$ cat src/rtl/z80_arb_pkg.sv
// Shared FSM states and parameter defaults for the Z80 / loader RAM arbiter.
package z80_arb_pkg;

  typedef enum logic [2:0] {
    IDLE,
    CPU_ACC,
    CPU_HOLD,
    LD_ACC,
    LD_DONE
  } arb_state_t;

  localparam int DEF_WAIT_STATES = 1;
  localparam int DEF_STARVE_MAX  = 4;

endpackage

$ cat src/rtl/z80_wait_cnt.sv
// Loadable down-counter that stretches a CPU access by WAIT_STATES cycles.
module z80_wait_cnt (
  input  logic       clk,
  input  logic       rst,
  input  logic       load,
  input  logic       dec,
  input  logic [2:0] load_val,
  output logic       zero
);

  logic [2:0] cnt;

  always_ff @(posedge clk) begin
    if (rst) begin
      cnt <= '0;
    end else if (load) begin
      cnt <= load_val;
    end else if (dec && cnt != 3'd0) begin
      cnt <= cnt - 3'd1;
    end
  end

  assign zero = (cnt == 3'd0);

endmodule

$ cat src/rtl/z80_bus_arbiter.sv
// Shares one synchronous RAM between a Z80 CPU and a loader port.
// Define Z80_ARB_STARVE_GUARD_EN to force a loader grant after STARVE_MAX CPU wins.
module z80_bus_arbiter
  import z80_arb_pkg::*;
#(
  parameter int WAIT_STATES = DEF_WAIT_STATES,
  parameter int STARVE_MAX  = DEF_STARVE_MAX
) (
  input  logic        i_clk,
  input  logic        i_reset_btn,
  input  logic        i_cpu_mreq_n,
  input  logic        i_cpu_rd_n,
  input  logic        i_cpu_wr_n,
  input  logic [15:0] i_cpu_addr,
  input  logic [7:0]  i_cpu_dout,
  output logic [7:0]  o_cpu_din,
  output logic        o_cpu_wait_n,
  input  logic        i_ld_req,
  input  logic        i_ld_we,
  input  logic [15:0] i_ld_addr,
  input  logic [7:0]  i_ld_wdata,
  output logic        o_ld_gnt,
  output logic        o_ld_ack,
  output logic [7:0]  o_ld_rdata,
  output logic [15:0] o_mem_addr,
  output logic        o_mem_we,
  output logic [7:0]  o_mem_wdata,
  input  logic [7:0]  i_mem_rdata
);

  arb_state_t  st, nxt;
  logic        cpu_req;
  logic        cnt_zero;
  logic        first_q;
  logic        acc_start;
  logic        ld_force;
  logic [15:0] addr_q;
  logic [7:0]  wdata_q;
  logic [7:0]  din_q;

  assign cpu_req   = ~i_cpu_mreq_n & (~i_cpu_rd_n | ~i_cpu_wr_n);
  assign acc_start = (st == IDLE) && (nxt == CPU_ACC);

`ifdef Z80_ARB_STARVE_GUARD_EN
  localparam int SW = (STARVE_MAX < 1) ? 1 : $clog2(STARVE_MAX + 1);
  logic [SW-1:0] starve_q;

  always_ff @(posedge i_clk) begin
    if (i_reset_btn) begin
      starve_q <= '0;
    end else if (st == IDLE && nxt == LD_ACC) begin
      starve_q <= '0;
    end else if (acc_start && i_ld_req) begin
      starve_q <= starve_q + SW'(1);
    end
  end

  assign ld_force = i_ld_req && (starve_q == SW'(STARVE_MAX));
`else
  logic unused_starve;
  assign unused_starve = (STARVE_MAX > 0);
  assign ld_force      = 1'b0;
`endif

  z80_wait_cnt u_wait (
    .clk      (i_clk),
    .rst      (i_reset_btn),
    .load     (acc_start),
    .dec      (st == CPU_ACC),
    .load_val (3'(WAIT_STATES)),
    .zero     (cnt_zero)
  );

  always_comb begin
    nxt = st;
    unique case (st)
      IDLE: begin
        if (ld_force)      nxt = LD_ACC;
        else if (cpu_req)  nxt = CPU_ACC;
        else if (i_ld_req) nxt = LD_ACC;
      end
      CPU_ACC:  if (cnt_zero) nxt = CPU_HOLD;
      CPU_HOLD: if (i_cpu_mreq_n) nxt = IDLE;
      LD_ACC:   nxt = LD_DONE;
      LD_DONE:  nxt = IDLE;
      default:  nxt = IDLE;
    endcase
  end

  // A CPU that lost arbitration is stalled until its own access ends.
  always_comb begin
    o_mem_addr   = addr_q;
    o_mem_wdata  = wdata_q;
    o_mem_we     = 1'b0;
    o_ld_gnt     = 1'b0;
    o_ld_ack     = 1'b0;
    o_ld_rdata   = '0;
    o_cpu_wait_n = 1'b1;
    unique case (st)
      IDLE: o_cpu_wait_n = ~(cpu_req & ld_force);
      CPU_ACC: begin
        o_mem_wdata  = i_cpu_dout;
        o_cpu_wait_n = cnt_zero;
        if (first_q) begin
          o_mem_addr = i_cpu_addr;
          o_mem_we   = ~i_cpu_wr_n;
        end
      end
      LD_ACC: begin
        o_ld_gnt     = 1'b1;
        o_mem_addr   = i_ld_addr;
        o_mem_we     = i_ld_we;
        o_mem_wdata  = i_ld_wdata;
        o_cpu_wait_n = ~cpu_req;
      end
      LD_DONE: begin
        o_ld_ack     = 1'b1;
        o_ld_rdata   = i_mem_rdata;
        o_cpu_wait_n = ~cpu_req;
      end
      default: ;
    endcase
  end

  always_ff @(posedge i_clk) begin
    if (i_reset_btn) begin
      st      <= IDLE;
      first_q <= 1'b0;
      addr_q  <= '0;
      wdata_q <= '0;
      din_q   <= '0;
    end else begin
      st      <= nxt;
      first_q <= acc_start;
      if (st == CPU_ACC || st == LD_ACC) begin
        addr_q  <= o_mem_addr;
        wdata_q <= o_mem_wdata;
      end
      if (st == CPU_ACC && cnt_zero) begin
        din_q <= i_mem_rdata;
      end
    end
  end

  assign o_cpu_din = din_q;

endmodule

$ cat config.mk
export PLATFORM = sky130hd
export DESIGN_NAME = z80_bus_arbiter
export DESIGN_NICKNAME = d
export VERILOG_FILES = /design/src/rtl/z80_arb_pkg.sv /design/src/rtl/z80_wait_cnt.sv /design/src/rtl/z80_bus_arbiter.sv
export SDC_FILE = /design/constraint.sdc
export NUM_CORES = 1
export LEC_CHECK = 0
export CAP_MARGIN = 40
export CORE_MARGIN = 8
export CORE_UTILIZATION = 36
export DETAILED_ROUTE_END_ITERATION = 16
export GPL_TIMING_DRIVEN = 0
export PLACE_DENSITY = 0.81
export SYNTH_ARGS = -nofsm -noshare
export SYNTH_HDL_FRONTEND = slang
export SYNTH_SLANG_ARGS = --single-unit
$ cat constraint.sdc
create_clock -name i_clk -period 1.39 [get_ports i_clk]
set_input_delay 0.278 -clock i_clk [delete_from_list [all_inputs] [get_ports i_clk]]
set_output_delay 0.278 -clock i_clk [all_outputs]
set_load 0.02 [all_outputs]
==> results of run 1 <==
[timing repair]
action,in CTS,in global routing
setup endpoints to repair,47,64
setup buffers,13,14
cloned,2,1
pin swaps,9,14
gates resized for setup,241,55
[cell usage after synthesis, types with 8 or more instances]
master / instances
a221oi_2: 15
nand3_1: 9
dfxtp_1: 39
o21ai_0: 9
a21oi_1: 19
o22ai_1: 15
a211oi_1: 8
clkbuf_1: 8
a22oi_1: 16
and2_1: 10
inv_1: 18
nor2_1: 16
mux2i_1: 9
[metrics by stage]
step	hold slack, ns	utilization, %
5_1_grt	0.3458	74.35
6_report	0.3547	74.35
3_5_place_dp	0.4656	61.62
4_1_cts	0.3323	68.93
3_3_place_gp	0.4611	61.62
2_1_floorplan	0.4257	-
[final cells by class]
class	instances	area, um^2
clock inverters	2	35.03
well taps	75	93.84
fillers	411	1491
plain buffers	20	240.2
inverters	19	71.32
clock buffers	6	82.58
multi-input cells	155	1632
flip-flops and latches	39	794.5
repair buffers	133	1375
[power by group through the flow]
stage,clock [mW],sequential (mW),combinational (mW)
after global routing,1.05,1.40,3.51
after global placement,0,1.37,2.53
final,0.996,1.38,3.34
after floorplan,0,1.40,1.63
after CTS,0.993,1.36,2.90
after detailed placement,0,1.38,2.57
[worst register-to-register path, delay by kind of cell, from the launching register on]
family,cells,cell delay (ns)
buffers and inverters,3,0.39
DFF,1,0.37
muxes,1,0.24
and+or+nand+nor,2,0.37
[state kept, by name, summed over array words and instances, names as in the netlist]
register / flops
addr_q: 16
first_q: 1
st: 3
wdata_q: 8
u_wait.cnt: 3
o_cpu_din: 8
[metal layers]
| metal | global-route usage, % | vias up | wire length [um] |
|---|---|---|---|
| li1 | - | 1156 | - |
| met1 | 20.87 | 1200 | 3556 |
| met5 | 0 | - | 0 |
| met2 | 31.01 | 82 | 4384 |
| met3 | 5.663 | 12 | 501 |
| met4 | 5.638 | 0 | 120 |
[how the worst max path moves through the flow]
| stage | slack, ns | to | startpoint | cells after the start |
|---|---|---|---|---|
| 6_report | -0.50 | o_mem_addr[3] | st[2] | 6 |
| 5_1_grt | -0.55 | o_mem_addr[10] | st[2] | 6 |
| 4_1_cts | -0.49 | o_mem_addr[3] | st[0] | 7 |
| 3_5_place_dp | -0.72 | o_cpu_wait_n | u_wait.cnt[1] | 7 |
| 3_3_place_gp | -0.69 | o_cpu_wait_n | u_wait.cnt[0] | 7 |
| 2_1_floorplan | -0.09 | o_mem_addr[10] | st[0] | 6 |
[cell families (layout without fill, tap and decap cells)]
| group | Yosys count | count (layout) | synth area share (%) |
|---|---|---|---|
| flops | 39 | 39 | 36.75 |
| buf+inv | 41 | 180 | 9.187 |
| compound gates | 92 | 92 | 34.34 |
| mux | 9 | 9 | 4.240 |
| simple gates | 52 | 52 | 14.31 |
| fa+ha+maj | 2 | 2 | 1.178 |
==> impl_metrics.tcl, run 1 <==
set metrics [dict create \
    via_count 2450 \
    routed_wl_mm 8.563 \
    crit_required_ns 1.11 \
    die_area_mm2 0.008616 \
    status "finished, violations left" \
    r2r_end "u_wait.cnt[2]" \
    crit_slowest_cell "dfxtp_4" \
    die_x_um 92.82 \
    min_period_ns 1.892 \
    cts.sinks 39 \
    synthCells 235 \
    core_area_mm2 0.005816 \
    preCtsSetupSlack_ns -0.7230 \
    ff2ff_setup_slack_ns -0.11 \
    hold_end "addr_q[9]" \
    ys_seq_area_share_pct 36.75 \
    ys_warn_count 0 \
    critPathMaxFanout 10 \
    p_int_mw 3.561 \
    h-tree-depth 2 \
    hold_viol 0 \
    grt_max_degree 13 \
    fin_area_mm2 0.004324 \
    rr_worst_depth 6 \
    start_kind "register" \
    slew_violations 0 \
    initial_core_util_pct 36.53 \
    drive_gt1_share_pct 48.40 \
    violations "setup timing" \
    end_kind "output pin" \
    syn_area_mm2 0.002125 \
    viasPerCell 5.457 \
    syn_nets 300 \
    slew_headroom_pct 52.36 \
    p_clk_share_pct 17.4 \
    dp_hpwl_mm 5.464 \
    io-pin-count 107 \
    placed_cells 415 \
    finalClockSkew_ns 0.007921 \
    nNetsFinal 438 \
    avgRoutedWirePerCell_um 19.07 \
    r2r-start "st[1]" \
    cap_violations 0 \
    arrival_ns 1.61 \
    die_h_um 92.82 \
    final_cell_mix "clkdlybuf4s50_1 (61), buf_6 (43), dfxtp_1 (34)" \
    ctsRootBufferMaster "clkbuf_8" \
    power.share.combinational_pct 58.4 \
    syn_area_per_cell_um2 9.041 \
    clk_path_buf_depth 2 \
    p_leak_nw 1.614 \
    place_area_mm2 0.003583 \
    rows 28 \
    gp_congestion 0.7670 \
    pwr-share-seq_pct 24.2 \
    critical_path.cell_chain "and2b_1 -> buf_6 -> o21ai_4 -> buf_6 -> a22oi_2 -> buf_6" \
    io_buffers 105 \
    cts_buffers 5 \
    worst_path_most_repeated_cell "buf_6" \
    synthArstFlopShare_pct 0 \
    synth_cell_types 42 \
    netlist_top_cells_area "dfxtp_1 (37%), a221oi_2 (11%), a22oi_1 (5.7%)" \
    worst_pin_slew_ns 0.7146 \
    switching_share_pct 37.73 \
    max_freq_mhz 528.5 \
    worst_hold_startpoint "i_reset_btn" \
    synth-seq-cells 39 \
    cellPowerDensity_mw_per_mm2 1323 \
    setup_viol 39 \
    clkTransAtPathRegs_ns 0.08 \
    synth_enable_flop_cells 0 \
    diodes 0 \
    ant_nets 0 \
    peakVddDrop_uv 798.0 \
    hold_buffers 0 \
    grt_overflow 0 \
    grt_pass1_wl_mm 12.56 \
    p_sw_mw 2.158 \
    setup_slack_ns -0.5021 \
    critPathBufInv 3 \
    rsz0062_at_grt "true" \
    tns_ns -15.02 \
    first_iter_violations 79 \
    critPathKind "register to output pin" \
    hold_path_class "primary input to register" \
    first_global_vias 2427 \
    antenna_found_initial 0 \
    finalCritPeriodShare_pct 136.1 \
    final_common_cell "clkdlybuf4s50_1" \
    critPathTopFamily "buffers and inverters" \
    first_pass_iters 4 \
    synth_top_cell_by_area "dfxtp_1" \
    drc 0 \
    synth-main-ff-cell "dfxtp_1" \
    fin_cells 449 \
    grtUsageTotal_pct 18.08 \
    yosysTopAreaCellShare_pct 36.75 \
    cts_tree "done" \
    min_path_cells 2 \
    area_growth_pct 103.5 \
    p_total_mw 5.719 \
    clk-insertion-delay-late_ns 0.30 \
    slowest_delay_ns 0.36 \
]
Note: power is estimated with default switching activity, not from simulation.
==> run 2, diff against run 1 <==
Settings changed: CORE_UTILIZATION 36 to 40, PLACE_DENSITY 0.81 to not set, PLACE_DENSITY_LB_ADDON set to 0.2.
Clock period 1.39 ns to 2.1 ns, I/O delays scaled along.
==> run 2 against run 1 <==
Effect of this change:
- the flow now finishes without violations
- highest routed layer unchanged
- global-route usage is essentially flat
- combinational power shrank 54%
- register-to-register slack gained 0.54 ns
- first-iteration DRC count grew 29%
==> impl_metrics.tcl, run 2 (same netlist as run 1, synthesis figures left out) <==
set metrics [dict create \
    slowest_delay_ns 0.38 \
    pwr-share-seq_pct 29.9 \
    cts.sinks 39 \
    avgRoutedWirePerCell_um 16.93 \
    ctsRootBufferMaster "clkbuf_8" \
    place_area_mm2 0.003263 \
    rows 26 \
    max_freq_mhz 480.5 \
    slew_headroom_pct 54.18 \
    grt-busiest-layer "met2" \
    crit_required_ns 1.68 \
    fin_cells 426 \
    clkTransAtPathRegs_ns 0.07 \
    final_common_cell "clkdlybuf4s50_1" \
    power.share.combinational_pct 51.2 \
    final_util_pct 68.35 \
    cts_buffers 5 \
    arrival_ns 1.66 \
    first_global_vias 2241 \
    ff2ff_setup_slack_ns 0.43 \
    rr_worst_depth 5 \
    hold_end "addr_q[13]" \
    io_buffers 105 \
    gp_congestion 0.8462 \
    nNetsFinal 420 \
    io-pin-count 107 \
    critPathKind "register to output pin" \
    peakVddDrop_uv 566.4 \
    h-tree-depth 2 \
    initial_core_util_pct 41.60 \
    final_cell_mix "clkdlybuf4s50_1 (69), dfxtp_1 (35), a21oi_1 (19)" \
    hold_path_class "register to register" \
    grt_max_degree 12 \
    critPathBufInv 3 \
    dp_hpwl_mm 5.310 \
    cellPowerDensity_mw_per_mm2 852.1 \
    clk-insertion-delay-late_ns 0.29 \
    largest_register "addr_q" \
    slew_violations 0 \
    p_leak_nw 1.313 \
    p_sw_mw 1.147 \
    grtUsageTotal_pct 18.05 \
    die_x_um 88.88 \
    grt_pass1_wl_mm 11.33 \
    gr-usage-met3_pct 6.500 \
    global_route.usage.met1_pct 22.32 \
    cts_tree "done" \
    critical_path.cell_chain "inv_2 -> clkbuf_2 -> o22ai_1 -> a22oi_1 -> buf_4" \
    holdWs_ns 0.4712 \
    status "finished clean" \
    drive_gt1_share_pct 29.78 \
    preCtsSetupSlack_ns -0.3670 \
    setup_viol 0 \
    r2r-start "u_wait.cnt[0]" \
    first_pass_iters 4 \
    finalCritPeriodShare_pct 99.10 \
    switching_share_pct 38.57 \
    end_kind "output pin" \
    critPathTopFamily "buffers and inverters" \
    antenna_found_initial 0 \
    grt_overflow 0 \
    core_area_mm2 0.005107 \
    die_area_mm2 0.007900 \
    worst_hold_startpoint "addr_q[13]" \
    via_count 2296 \
    routed_wl_mm 7.212 \
    p_clk_share_pct 18.9 \
    grt.met2_usage_pct 28.57 \
    crit_slowest_cell "dfxtp_2" \
    hold_viol 0 \
    rsz0062_at_grt "true" \
    largest_reg_flops 16 \
    die_h_um 88.88 \
    diodes 0 \
    finalClockSkew_ns 0.003141 \
    min_path_cells 2 \
    critPathMaxFanout 10 \
    fin_area_mm2 0.003491 \
    clk_path_buf_depth 2 \
    first_iter_violations 102 \
    min_period_ns 2.081 \
    area_growth_pct 64.31 \
    placed_cells 410 \
    worst_pin_slew_ns 0.6873 \
    p_int_mw 1.827 \
    r2r_end "u_wait.cnt[1]" \
    cap_violations 0 \
    setup_slack_ns 0.01888 \
    start_kind "register" \
    viasPerCell 5.390 \
    drc 0 \
    ant_nets 0 \
]
run 2: cell types whose count changed in the layout (fill, tap and decap cells not counted), sizes merged:
| cell | before | now |
|---|---|---|
| clkinv | 1 | 0 |
| clkbuf | 15 | 18 |
| buf | 74 | 48 |
| dlygate4sd2 | 8 | 2 |
| clkdlybuf4s15 | 1 | 6 |
| clkdlybuf4s50 | 61 | 69 |
| bufinv | 1 | 0 |
run 2: layout make-up:
type | instances | area [um^2]
clock buffer | 8 | 100.1
timing repair buffer | 114 | 1045
fill | 436 | 1617
sequential | 39 | 788.3
buffer | 21 | 158.9
inverter | 19 | 71.32
multi-input combinational | 155 | 1240
tap | 70 | 87.58
run 2: tightest hold or removal path, cell delays in order (launching register included):
cell and delay [ns]:
dfxtp_1 0.30, inv_1 0.07, a221oi_2 0.06
run 2: power groups by stage:
stage / clock [mW] / sequential [mW] / combinational (mW)
after detailed placement: 0 / 0.904 / 1.44
after global placement: 0 / 0.900 / 1.42
after floorplan: 0 / 0.917 / 0.834
after global routing: 0.599 / 0.902 / 1.63
after CTS: 0.565 / 0.891 / 1.39
final: 0.561 / 0.890 / 1.52
run 2: metal layers:
layer / share of wire [%] / up-vias / wire length [um]
li1: - / 1125 / -
met1: 44 / 1094 / 3209
met2: 47 / 72 / 3364
met3: 8.1 / 5 / 581
met4: 0.79 / 0 / 57
met5: 0 / - / 0
run 2: stage by stage:
step	total power, mW	TNS, ns
after floorplan	1.750	0
after global placement	2.324	-6.903
after detailed placement	2.341	-7.284
after CTS	2.844	-0.1093
after global routing	3.133	-0.3806
final	2.975	0
run 2: how the worst max path moves through the flow:
stage               slack (ns)  depth (start not counted)  start        endpoint
finish                    0.02                          5  st[1]  o_mem_addr[12]
floorplan                 0.31                          4  st[1]    o_cpu_wait_n
global route             -0.07                          7  st[0]  o_mem_addr[12]
CTS                      -0.09                          7  st[0]  o_mem_addr[15]
global placement         -0.35                          5  st[1]  o_mem_addr[10]
detailed placement       -0.37                          5  st[1]  o_mem_addr[10]
run 2: timing repair:
item                       in CTS  in global routing
hold buffers                    0                  0
buffers inserted                1                  7
gates resized for setup       136                 53
pin swaps                       1                  6
cloned                          0                  1
setup endpoints to repair      36                 32
==> run 3, diff against run 2 <==
Settings changed: CAP_MARGIN 40 to not set.
Clock period 2.1 ns to 1.97 ns, I/O delays scaled along.
==> run 3 against run 2 <==
Effect of this change:
- the run now ends with setup timing left
- clock skew barely moved
- combinational power rose by 19%
- first-iteration DRC count fell by 6.9%
- register-to-register slack got worse by 0.03 ns
==> impl_metrics.tcl, run 3 (same netlist as run 1, synthesis figures left out) <==
set metrics [dict create \
    worst_pin_slew_ns 0.7025 \
    die_x_um 88.88 \
    viasPerCell 5.426 \
    via_count 2344 \
    rows 26 \
    largest_reg_flops 16 \
    die_h_um 88.88 \
    clkTransAtPathRegs_ns 0.08 \
    grt_pass1_wl_mm 12.11 \
    ff2ff_setup_slack_ns 0.40 \
    final_common_cell "clkdlybuf4s50_1" \
    hold_viol 0 \
    gp_congestion 0.8462 \
    p_leak_nw 1.386 \
    grt_overflow 0 \
    dp_hpwl_mm 5.310 \
    io_buffers 105 \
    peakVddDrop_uv 647.6 \
    setup_slack_ns -0.02077 \
    cts_buffers 5 \
    tns_ns -0.03666 \
    drc 0 \
    io-pin-count 107 \
    ctsRootBufferMaster "clkbuf_8" \
    grtUsageTotal_pct 19.33 \
    final_util_pct 72.20 \
    status "finished, violations left" \
    finalCritPeriodShare_pct 101.1 \
    slew_violations 0 \
    r2r_end "u_wait.cnt[1]" \
    cts.sinks 39 \
    nNetsFinal 426 \
    crit_required_ns 1.58 \
    largest_register "addr_q" \
    cellPowerDensity_mw_per_mm2 914.4 \
    end_kind "output pin" \
    slew_headroom_pct 53.17 \
    final_cell_mix "clkdlybuf4s50_1 (69), dfxtp_1 (34), buf_6 (24)" \
    area_growth_pct 73.56 \
    holdWs_ns 0.4750 \
    start_kind "register" \
    first_global_vias 2423 \
    preCtsSetupSlack_ns -0.4710 \
    arrival_ns 1.60 \
    cts_tree "done" \
    critPathKind "register to output pin" \
    hold_path_class "primary input to register" \
    finalClockSkew_ns 0.003331 \
    critPathMaxFanout 8 \
    fillers 399 \
    initial_core_util_pct 41.60 \
    h-tree-depth 2 \
    max_freq_mhz 502.3 \
    violations "setup timing" \
    first_iter_violations 95 \
    critical_path.endpoint "o_mem_addr[5]" \
    diodes 0 \
    avgRoutedWirePerCell_um 17.87 \
    grt_max_degree 12 \
    die_area_mm2 0.007900 \
    min_period_ns 1.991 \
    slowest_delay_ns 0.36 \
    setup_viol 2 \
    min_path_cells 2 \
    critical_path.cell_chain "and2b_1 -> buf_6 -> o21ai_4 -> buf_6 -> a22oi_1 -> buf_4" \
    worst_path_most_repeated_cell "buf_6" \
    crit_path_start "st[2]" \
    clk_path_buf_depth 2 \
    clk-insertion-delay-late_ns 0.29 \
    antenna_found_initial 0 \
    fin_cells 432 \
    rsz0062_at_grt "true" \
    crit_slowest_cell "dfxtp_4" \
    rr_worst_depth 5 \
    cap_violations 0 \
    ant_nets 0 \
    drive_gt1_share_pct 36.19 \
    first_pass_iters 4 \
    core_area_mm2 0.005107 \
    routed_wl_mm 7.720 \
    r2r-start "u_wait.cnt[0]" \
    placed_cells 410 \
]
## run 3: cell count changes in the layout (fill, tap and decap cells not counted), moves of 5 or more
cell	change
o22ai_2	+5
buf_6	+7
clkdlybuf4s15_1	-6
o22ai_1	-5
clkbuf_2	-6
buf_4	+6
## run 3: report_power, final
part           internal [mW]  switching [mW]  leakage, nW  total (mW)
registers              0.905          0.0581        0.321       0.963
logic                  0.860           0.947         1.01        1.81
clock network          0.320           0.282       0.0515       0.602
total                   2.08            1.29         1.39        3.37
## run 3: final cells by class
type                            count  area, um^2  share of cell area (%)
Timing Repair Buffer              121        1131                   30.68
Multi-Input combinational cell    155        1325                   35.93
Inverter                           19       71.32                   1.934
Tap cell                           70       87.58                   2.375
Clock buffer                        8       100.1                   2.715
Buffer                             20       177.7                   4.818
Sequential cell                    39       794.5                   21.55
## run 3: worst min-delay path by stage
stage	start	to	slack, ns
2_1_floorplan	addr_q[0]	addr_q[0]	0.45
3_3_place_gp	addr_q[15]	addr_q[15]	0.46
3_5_place_dp	addr_q[5]	addr_q[5]	0.46
4_1_cts	st[2]	st[1]	0.47
5_1_grt	i_reset_btn	addr_q[10]	0.48
6_report	i_reset_btn	addr_q[8]	0.47
## run 3: timing repair
item                       CTS  global route
buffers inserted            11             2
pin swaps                   12            11
hold buffers                 0             0
gates cloned                 1             2
setup endpoints to repair   36            35
gates resized for setup    204            50
## run 3: per-layer routing
metal  track usage [%]  share of wire [%]
met3             6.500                8.1
met4             7.220                1.3
met5                 0                  0
met1             22.96                 42
met2             31.27                 48
## run 3: stage by stage
stage,power [mW],area [um^2]
final,3.372,3687
after global routing,3.539,3687
after CTS,3.226,3581
after detailed placement,2.495,3263
after global placement,2.478,3263
after floorplan,1.866,2125
## run 3: critical path: cells and delay by family, from the launching register on
kind,cells,cell delay [ns]
buffers and inverters,3,0.46
and+or+nand+nor,1,0.21
AOI/OAI and AO/OA,2,0.28
DFF,1,0.36
